--- config.mk ---
export PLATFORM = sky130hd
export DESIGN_NAME = systolic_act_skew_feeder
export DESIGN_NICKNAME = d
export VERILOG_FILES = /design/src/rtl/utils_pkg.sv /design/src/rtl/systolic_act_skew_feeder_delay.sv /design/src/rtl/systolic_act_skew_feeder.sv
export SDC_FILE = /design/constraint.sdc
export NUM_CORES = 1
export LEC_CHECK = 0
export BUFFER_PORTS_ARGS = -buffer_cell sky130_fd_sc_hd__buf_2
export CAP_MARGIN = 20
export CORE_MARGIN = 2
export CORE_UTILIZATION = 50
export DETAILED_ROUTE_END_ITERATION = 8
export PLACE_DENSITY = 0.76
export SLEW_MARGIN = 25
export SYNTH_ARGS = -nofsm -noshare
export SYNTH_HDL_FRONTEND = slang
export SYNTH_SLANG_ARGS = --single-unit
--- constraint.sdc ---
create_clock -name clk -period 1.3 [get_ports clk]
set_input_delay 0.13 -clock clk [delete_from_list [all_inputs] [get_ports clk]]
set_output_delay 0.13 -clock clk [all_outputs]
set_load 0.05 [all_outputs]
--- src/rtl/utils_pkg.sv ---
// Shared types and helpers for the systolic activation feeder.
// Holds the feeder FSM encoding and the drain-counter width helper.
package utils_pkg;

    typedef enum logic [1:0] {
        FEED_IDLE,
        FEED_STREAM,
        FEED_DRAIN
    } feed_state_t;

    // Counter must hold 0..depth inclusive.
    function automatic int cnt_width(input int depth);
        return (depth < 1) ? 1 : $clog2(depth + 1);
    endfunction

endpackage

--- src/rtl/systolic_act_skew_feeder_delay.sv ---
// Valid+data shift register used to skew one activation row.
// Bubbles enter as zero data so downstream never sees stale values.
module act_delay_line #(
    parameter int DEPTH = 1,
    parameter int WIDTH = 8
) (
    input  logic             clk,
    input  logic             rst,
    input  logic             i_vld,
    input  logic [WIDTH-1:0] i_data,
    output logic             o_vld,
    output logic [WIDTH-1:0] o_data
);

    logic [WIDTH-1:0] data_q [DEPTH];
    logic [DEPTH-1:0] vld_q;

    always_ff @(posedge clk or negedge rst) begin
        if (!rst) begin
            vld_q <= '0;
            for (int k = 0; k < DEPTH; k++) begin
                data_q[k] <= '0;
            end
        end else begin
            vld_q[0]  <= i_vld;
            data_q[0] <= i_vld ? i_data : '0;
            for (int k = 1; k < DEPTH; k++) begin
                vld_q[k]  <= vld_q[k-1];
                data_q[k] <= data_q[k-1];
            end
        end
    end

    assign o_vld  = vld_q[DEPTH-1];
    assign o_data = data_q[DEPTH-1];

endmodule

--- src/rtl/systolic_act_skew_feeder.sv ---
// Left-edge activation feeder for the weight-stationary PE array.
// Skews row i by i cycles and drains the skew after a tile's last vector.
module systolic_act_skew_feeder
    import utils_pkg::*;
#(
    parameter int PE_ARRAY_H    = 4,
    parameter int IN_DATA_WIDTH = 8
) (
    input  logic                     clk,
    input  logic                     rst,
    input  logic                     i_vld,
    output logic                     o_rdy,
    input  logic [IN_DATA_WIDTH-1:0] i_data      [PE_ARRAY_H],
    input  logic                     i_last,
    output logic [IN_DATA_WIDTH-1:0] o_left_data [PE_ARRAY_H],
    output logic [PE_ARRAY_H-1:0]    o_row_vld,
    output logic                     o_busy,
    output logic                     o_done
);

    localparam int CNT_W = cnt_width(PE_ARRAY_H);
    localparam logic [CNT_W-1:0] CNT_LAST = CNT_W'(PE_ARRAY_H - 1);

    feed_state_t      state, state_next;
    logic [CNT_W-1:0] cnt, cnt_next;
    logic             done_q, done_next;
    logic             accept;

    assign o_rdy  = (state != FEED_DRAIN);
    assign o_busy = (state != FEED_IDLE);
    assign o_done = done_q;
    assign accept = i_vld && o_rdy;

    always_ff @(posedge clk or negedge rst) begin
        if (!rst) begin
            state  <= FEED_IDLE;
            cnt    <= '0;
            done_q <= 1'b0;
        end else begin
            state  <= state_next;
            cnt    <= cnt_next;
            done_q <= done_next;
        end
    end

    always_comb begin
        state_next = state;
        cnt_next   = cnt;
        unique case (state)
            FEED_IDLE, FEED_STREAM: begin
                if (accept) begin
                    if (i_last) begin
                        state_next = FEED_DRAIN;
                        cnt_next   = '0;
                    end else begin
                        state_next = FEED_STREAM;
                    end
                end
            end
            FEED_DRAIN: begin
                cnt_next = cnt + CNT_W'(1);
                if (cnt == CNT_LAST) begin
                    state_next = FEED_IDLE;
                end
            end
            default: begin
                state_next = FEED_IDLE;
                cnt_next   = '0;
            end
        endcase
        // Registered so done lines up with the last row's element.
        done_next = (state_next == FEED_DRAIN) && (cnt_next == CNT_LAST);
    end

    for (genvar r = 0; r < PE_ARRAY_H; r++) begin : g_row
        act_delay_line #(
            .DEPTH(r + 1),
            .WIDTH(IN_DATA_WIDTH)
        ) u_line (
            .clk    (clk),
            .rst    (rst),
            .i_vld  (accept),
            .i_data (i_data[r]),
            .o_vld  (o_row_vld[r]),
            .o_data (o_left_data[r])
        );
    end

endmodule
# Word-level counts from Yosys, hierarchy flattened
# Cells that the tools add are included.
# word_totals
mem_bits_rw	0
in_bits	36
out_inout_bits	39
mem_count	0
latchBits	0
rom_bits	0
register_bits	96
# op_classes
bitwise_logic	0
add_sub_neg	1
n_reduce_logical	5
multipliers	0
n_eq_ne	6
n_lt_le_gt_ge	0
n_mux	11
div	0
n_shift	0
# ops
cell	count
8-bit 2-to-1 mux	4
3-bit by 2-bit equality test with 1-bit output, second input constant	2
2-bit 2-to-1 mux	3
3-bit 2-to-1 mux	2
3-bit case mux with 2 select lines	1
2-bit equality test, second input constant	2
2-bit case mux with 2 select lines	1
3-bit by 1-bit adder with 3-bit output, second input constant	1
2-bit by 1-bit equality test with 1-bit output, second input constant	1
1-bit logical AND	2
2-bit logical NOT	1
2-bit inequality test, second input constant	1
2-bit nonzero test	1
2-bit OR reduction	1

# Longest topological paths before layout
# Gate-level depths: netlist of run 1.
# logic_depth
depth_word	6
mapped_depth	4
ltp_nobuf	4

# Hierarchy
# From an unflattened synthesis of run 1, not the netlist that was laid out.
# unflattened
cells_unflattened	172
area_unflattened_um2	2929.1
# by_module_without_submodules
module	area_per_inst_um2	cells_per_inst	n_inst
act_delay_line (g_row[3].u_line)	1011.0	52	1
act_delay_line (g_row[2].u_line)	785.8	43	1
act_delay_line (g_row[1].u_line)	560.5	34	1
systolic_act_skew_feeder	296.5	26	1
act_delay_line (g_row[0].u_line)	275.3	17	1

# Worst setup path after synthesis of run 1
# OpenSTA, ideal clock, no wires.
# synth_timing
kind	flip-flop to flip-flop
start	register cnt[0]
end	register done_q (netlist: o_done)
required_time_ns	1.205
setup_ns	0.095
synth_period_minus_slack_ns	1.173
setup_slack_ns	0.127
path_stages_with_launch	5
t_arrival_ns	1.079
cell_sequence	dfrtp_1 -> ha_1 -> ha_1 -> nand2_1 -> nor4_4
# synth_between
elab_chain_len	5
# synth_rtl
item	line_no	source
start, declared	systolic_act_skew_feeder.sv:25	logic [CNT_W-1:0] cnt, cnt_next;
start signal, assigned	systolic_act_skew_feeder.sv:41	cnt <= cnt_next;
parallel branches: the longest is 4 deep, another holds 3-bit by 1-bit adder with 3-bit output	n/a	
1-bit logical AND (*)	systolic_act_skew_feeder.sv:72	done_next = (state_next == FEED_DRAIN) && (cnt_next == CNT_LAST);
named net done_next	systolic_act_skew_feeder.sv:26	logic done_q, done_next;
end signal, assigned	systolic_act_skew_feeder.sv:42	done_q <= done_next;
end, declared	systolic_act_skew_feeder.sv:26	
# Mark *: on every way through the listed nets, which the timed path passes.

# Worst setup path in the final report of run 1
# layout_timing
start	register state[1]
end	output o_busy
# layout_between
elab_chain_len	1
# layout_rtl
item	line_no	source
start, declared	systolic_act_skew_feeder.sv:24	feed_state_t state, state_next;
start signal, assigned	systolic_act_skew_feeder.sv:40	state <= state_next;
2-bit nonzero test	systolic_act_skew_feeder.sv:30	assign o_busy = (state != FEED_IDLE);
end, declared	systolic_act_skew_feeder.sv:17	output logic o_busy,
# No other way between the ends.

==> reports/qor.txt, run 1 <==
Post-Route WL - 4320 um
Worst Tran Pin Value - 0.392 ns
final instance area - 0.00347 mm2
share of cells above drive strength 1 - 0.418
CP bufs+invs - 1
cell with the most instances after synthesis - dfrtp_1
post-synth top area cell - dfrtp_1
First-pass DRT Iterations - 4
Hold Slack - 0.0190 ns
Synth top area share - 0.793
Post-Route M1 WL - 1720 um
worst setup margin - -0.0105 ns
crit path time final - 1.31 ns
Post-DP Area - 0.00314 mm2
Reg clk slew, reported paths - 0.08 ns
clock group share of total power - 0.252
later-pin clock latency in the skew report - 0.34 ns
Hold Crit Class - input pin to register
clk sink count - 90
CP max-delay cell - dfrtp_2
Syn Area/Cell - 16.1 um2
worst-path cell chain - or2_4 -> buf_8
Pwr Density - 2120 mW/mm2
Placed Cells incl. Taps - 295
total number of vias - 1460
Setup crit start - state[1]$_DFF_PN0_
crit path max fanout - 4
antenna violations before repair - 0
Root Buffer - clkbuf_8
Starting Density - 0.516
mapped cell area - 0.00284 mm2
row cnt - 27
highest metal used - met4
DRT antenna net count - 0
failing checks - setup timing
net count after synthesis - 214
chip width - 79.4 um
FF+latch count, synth - 90
EDFF count, synth - 0
Longest Clk Path Bufs - 2
Die H - 79.4 um
Synth cell types - 17
Worst Clk Skew - 0.00860 ns
sequential share of the synthesized area - 0.793
Max-slew headroom - 0.739
Area contributors post-synth - dfrtp_1 (79%), buf_4 (7.4%), and3_1 (7.0%)
VDD IR max - 1.00 mV
NetSw - 0.00248 W
Most used DFF post-synth - dfrtp_1
DR WL met3 - 158 um
period utilization - 1.01
r2r setup slk - 0.11 ns
Die ar. - 0.00630 mm2
Final Max Slew Viols - 0
Area Growth Syn to Fin - 22.1%
I/O Pins - 75
Critical Setup Path Class - register to output port
YS warnings - 0
grt ovf - 0
routed wl met2 - 2270 um
htree depth - 3
fin util - 0.630
fmax - 763 MHz
CP top delay family - flip-flops
I/O Buffers - 74
Reg2Reg Depth - 4
gp weighted congestion - 0.672
RSZ-0062 raised after global routing - yes
CP Depth - 2
Post-Syn Instances - 176
critical path endpoint - o_busy
Sw Share - 0.337
drt drc - 0
crit end category - output port
Nets - 282
Comb pwr share - 0.280
Max-Cap Viols - 0
CTS Buf Count - 9
Flop pwr share - 0.468
Total GRT Usage - 0.156
FF-to-FF End - o_done$_DFF_PN0_
dpl ws - 0.0681 ns
asr flop ratio synth - 1.00
Worst R2R Start - cnt[0]$_DFF_PN0_
WL/cell - 13.5 um
required time of the critical path - 1.17 ns
final setup fails - 1
final std cells w/o fill - 321
post-DP HPWL - 3000 um
Worst Path Arrival - 1.18 ns
CTS tree - done
leak pwr - 1.93 nW
Antenna diodes - 0
Hold Vio Cnt, Final - 0
synth cell count leaders - dfrtp_1 (90), and3_1 (32), buf_4 (28)
internal power - 0.00488 W
outcome - finished, violations left
vias per cell - 4.55
largest net degree at the start of global routing - 37
crit-path max cell delay - 0.45 ns
vias in the first global route - 1523
first-pass GRT wire length - 7060 um
core area - 0.00551 mm2
detailed router's first-iteration violation count - 52
Worst Setup Start Kind - register
-- logic make-up after synthesis --
group	count (synthesis)	share of synthesized area
adders and majority gates	2	0.00881
AOI/OAI and AO/OA	4	0.0106
and+or+nand+nor	42	0.0956
buffers and inverters	38	0.0925
DFF	90	0.793
-- final cells by class --
cell class	instances	area (um2)
Sequential cell	90	2250
Tap cell	72	90.1
Multi-Input combinational cell	48	334
Clock inverter	6	72.6
Clock buffer	10	128
Timing Repair Buffer	92	579
Inverter	3	11.3
Fill cell	418	2040
-- cells in the final DEF (no fill, tap or decap) --
| cell | netlist | final |
|---|---|---|
| dfrtp_1 | 90 | 89 |
| buf_2 | 0 | 71 |
| and3_1 | 32 | 32 |
| clkbuf_8 | 0 | 9 |
| buf_4 | 28 | 9 |
| dlygate4sd3_1 | 0 | 7 |
| inv_1 | 3 | 3 |
| buf_12 | 0 | 3 |
| nand2_1 | 2 | 2 |
| o22ai_1 | 2 | 2 |
| and2_1 | 2 | 2 |
| o32ai_1 | 2 | 2 |
| ha_1 | 2 | 2 |
| inv_6 | 0 | 2 |
| clkinv_4 | 0 | 2 |
| nand2b_4 | 0 | 1 |
| or2_4 | 0 | 1 |
| nand2b_1 | 1 | 1 |
| nor2_1 | 1 | 1 |
| nor3_1 | 1 | 1 |
| nor4_4 | 1 | 1 |
| clkbuf_1 | 5 | 1 |
| clkinvlp_4 | 0 | 1 |
| bufinv_16 | 0 | 1 |
| buf_8 | 0 | 1 |
| buf_6 | 2 | 1 |
| dfrtp_2 | 0 | 1 |
-- per-layer routing --
metal / vias up / track usage
met5: - / 0
met4: 0 / 0.109
met3: 15 / 0.0305
met2: 43 / 0.259
met1: 723 / 0.182
li1: 679 / -
-- power by group through the flow --
stage	clock, W	combinational, W	sequential (W)
detailed placement	0	0.00184	0.00351
global route	0.00204	0.00219	0.00350
CTS	0.00192	0.00199	0.00345
finish	0.00185	0.00206	0.00344
floorplan	0	0.00139	0.00364
global placement	0	0.00180	0.00347
-- per-stage QoR --
| step | total power, W | TNS [ns] |
|---|---|---|
| CTS | 0.00736 | -0.0408 |
| global placement | 0.00527 | 0 |
| global route | 0.00773 | -0.0506 |
| floorplan | 0.00503 | 0 |
| detailed placement | 0.00536 | 0 |
| finish | 0.00736 | -0.0105 |
-- registers in the layout (all words and copies together) (netlist names) --
name	cells
o_done	1
g_row.u_line.data_q	48
g_row.u_line.vld_q	4
g_row.u_line.o_data	32
cnt	3
state	2
-- what timing repair did --
item / 4_1_cts / 5_1_grt
hold buffers: 7 / 0
gates resized for setup: 8 / 0
cloned: 0 / 0
setup buffers: 1 / 2
endpoints found under the setup margin: 2 / 2
hold endpoints to repair: 34 / 0
-- worst min path at each step --
stage                     from                                   end  slack, ns  cells past startpoint
floorplan                  rst                      cnt[0]$_DFF_PN0_      -0.17                      0
global placement           rst  g_row[2].u_line.data_q[21]$_DFF_PN0_       0.07                      1
detailed placement         rst  g_row[2].u_line.data_q[18]$_DFF_PN0_       0.08                      1
CTS                  i_data[9]  g_row[2].u_line.data_q[17]$_DFF_PN0_     0.0009                      2
global route         i_data[5]  g_row[3].u_line.data_q[29]$_DFF_PN0_      0.009                      2
finish              i_data[30]   g_row[0].u_line.o_data[6]$_DFF_PN0_       0.02                      2
Power figures use the tool's default switching activity.
==> inputs of run 2 (changes only) <==
--- a/config.mk
+++ b/config.mk
@@ -8,9 +8,9 @@
 export BUFFER_PORTS_ARGS = -buffer_cell sky130_fd_sc_hd__buf_2
 export CAP_MARGIN = 20
 export CORE_MARGIN = 2
-export CORE_UTILIZATION = 50
+export CORE_UTILIZATION = 45
 export DETAILED_ROUTE_END_ITERATION = 8
-export PLACE_DENSITY = 0.76
+export PLACE_DENSITY = 0.7
 export SLEW_MARGIN = 25
 export SYNTH_ARGS = -nofsm -noshare
 export SYNTH_HDL_FRONTEND = slang
==> reports/qor.txt, run 2 (synthesis gave the netlist of run 1 again) <==
period utilization - 1.01 (+0.00155)
Worst Setup Start Kind - register
gp weighted congestion - 0.664 (-1.2%)
Pwr Density - 2050 mW/mm2 (-3.3%)
clock group share of total power - 0.243 (-0.009)
Die H - 83.5 um (+5.1%)
Longest Clk Path Bufs - 2 (unchanged)
vias per cell - 4.41 (-3.0%)
crit path max fanout - 3 (-1)
Antenna diodes - 0 (unchanged)
outcome - finished, violations left
Root Buffer - clkbuf_8
Reg clk slew, reported paths - 0.08 ns (about the same)
Post-DP Area - 0.00314 mm2 (about the same)
Placed Cells incl. Taps - 296 (+0.34%)
Worst Clk Skew - 0.00660 ns (-0.00199 ns)
Worst Path Arrival - 1.18 ns (about the same)
clk sink count - 90 (unchanged)
total number of vias - 1452 (-0.55%)
Sw Share - 0.332 (-0.00510)
Max-Cap Viols - 0 (unchanged)
Worst Tran Pin Value - 0.351 ns (-0.0413 ns)
htree depth - 3 (unchanged)
RSZ-0062 raised after global routing - yes
NetSw - 0.00239 W (-3.4%)
Critical Setup Path Class - register to output port
Fillers - 506 (+21%)
DRT antenna net count - 0 (unchanged)
detailed router's first-iteration violation count - 74 (+42%)
internal power - 0.00482 W (-1.2%)
Top reg by flops - g_row.u_line.data_q
row cnt - 28 (+3.7%)
Hold Crit Class - input pin to register
commonest non-fill, non-tap cell in the layout - dfrtp_1
Total GRT Usage - 0.133 (-0.0226)
First-pass DRT Iterations - 4 (unchanged)
Hold Slack - 0.0207 ns (+0.00174 ns)
chip width - 83.5 um (+5.1%)
failing checks - setup timing
vias in the first global route - 1482 (-2.7%)
WL/cell - 12.5 um (-6.8%)
CP top delay family - flip-flops
I/O Pins - 75 (unchanged)
CP bufs+invs - 1 (unchanged)
Flop pwr share - 0.476 (+0.008)
most frequent cells in the layout - dfrtp_1 (89), buf_2 (71), and3_1 (32), dlygate4sd3_1 (14), clkbuf_8 (9)
fmax - 762 MHz (-0.15%)
core area - 0.00603 mm2 (+9.4%)
worst setup margin - -0.0125 ns (-0.00201 ns)
Storage cell area - 0.00225 mm2 (unchanged)
CTS Buf Count - 9 (unchanged)
grt ovf - 0 (unchanged)
Hold Vio Cnt, Final - 0 (unchanged)
Final Max Slew Viols - 0 (unchanged)
Die ar. - 0.00697 mm2 (+11%)
leak pwr - 1.95 nW (+0.96%)
final instance area - 0.00352 mm2 (+1.4%)
final std cells w/o fill - 329 (+2.5%)
area of the multi-input gates - 334 um2 (unchanged)
crit-path max cell delay - 0.44 ns (about the same)
Starting Density - 0.472 (-0.0445)
first-pass GRT wire length - 7050 um (about the same)
worst-path cell chain - or2_4 -> buf_8
Nets - 288 (+2.1%)
Comb pwr share - 0.281 (about the same)
largest net degree at the start of global routing - 33 (-11%)
max reg flops - 48 (unchanged)
crit path time final - 1.31 ns (+0.00201 ns)
post-DP HPWL - 2730 um (-8.8%)
later-pin clock latency in the skew report - 0.34 ns (about the same)
final setup fails - 1 (unchanged)
r2r setup slk - 0.11 ns (about the same)
antenna violations before repair - 0 (unchanged)
share of cells above drive strength 1 - 0.402 (-0.0161)
drt drc - 0 (unchanged)
Post-Route WL - 4120 um (-4.5%)
I/O Buffers - 74 (unchanged)
CTS tree - done
CP max-delay cell - dfrtp_2
Area Growth Syn to Fin - 23.8%
required time of the critical path - 1.17 ns (about the same)
crit end category - output port
VDD IR max - 1.23 mV (+22%)
Max-slew headroom - 0.766 (+0.0275)
run 2: cell types whose count changed in the layout (fill, tap and decap cells not counted):
cell / change
buf_4: -1
clkinv_2: +2
clkinv_4: -1
dlygate4sd3_1: +7
inv_6: -2
run 2: cell type report:
class,instances,area share
clock inverters,5,0.0160
clock buffers,10,0.0363
flip-flops and latches,90,0.640
inverters,3,0.00320
well taps,75,0.0267
repair buffers,98,0.182
multi-input cells,48,0.0950
run 2: metal layers:
metal  vias up  global-route usage  routed length, um
met4         0              0.0792                102
met1       708               0.158               1650
met5         -                   0                  0
met3        10              0.0425                220
met2        42               0.213               2150
li1        692                   -                  -
run 2: stage by stage:
stage / util / setup TNS (ns) / total power (W) / worst slack, ns
5_1_grt: 0.584 / -0.0493 / 0.00759 / -0.0493
6_report: 0.584 / -0.0125 / 0.00721 / -0.0125
3_5_place_dp: 0.521 / 0 / 0.00531 / 0.107
4_1_cts: 0.581 / -0.0332 / 0.00726 / -0.0332
2_1_floorplan: - / 0 / 0.00503 / 0.127
3_3_place_gp: 0.521 / 0 / 0.00527 / 0.143
run 2: repair_timing:
action	in CTS	in global routing
endpoints found under the hold margin	55	0
hold buffers	14	0
endpoints found under the setup margin	2	2
buffers inserted	2	2
resized for setup	8	0
run 2: final timing paths:
path | startpoint | end | cells past startpoint
setup / recovery | state[1]$_DFF_PN0_ | o_busy | 2
hold / removal | i_data[10] | g_row[2].u_line.data_q[18]$_DFF_PN0_ | 2
setup reg to reg | state[0]$_DFF_PN0_ | g_row[3].u_line.data_q[25]$_DFF_PN0_ | 4
hold reg to reg | g_row[2].u_line.data_q[9]$_DFF_PN0_ | g_row[2].u_line.o_data[1]$_DFF_PN0_ | 0
max in group asynchronous | rst | g_row[2].u_line.data_q[23]$_DFF_PN0_ | 3
min in group asynchronous | rst | g_row[1].u_line.o_data[4]$_DFF_PN0_ | 2
run 2: power groups by stage:
| stage | sequential, W | clock [W] | combinational (W) |
|---|---|---|---|
| finish | 0.00344 | 0.00175 | 0.00203 |
| CTS | 0.00344 | 0.00182 | 0.00200 |
| global route | 0.00349 | 0.00194 | 0.00216 |
| floorplan | 0.00364 | 0 | 0.00139 |
| detailed placement | 0.00350 | 0 | 0.00181 |
| global placement | 0.00348 | 0 | 0.00179 |
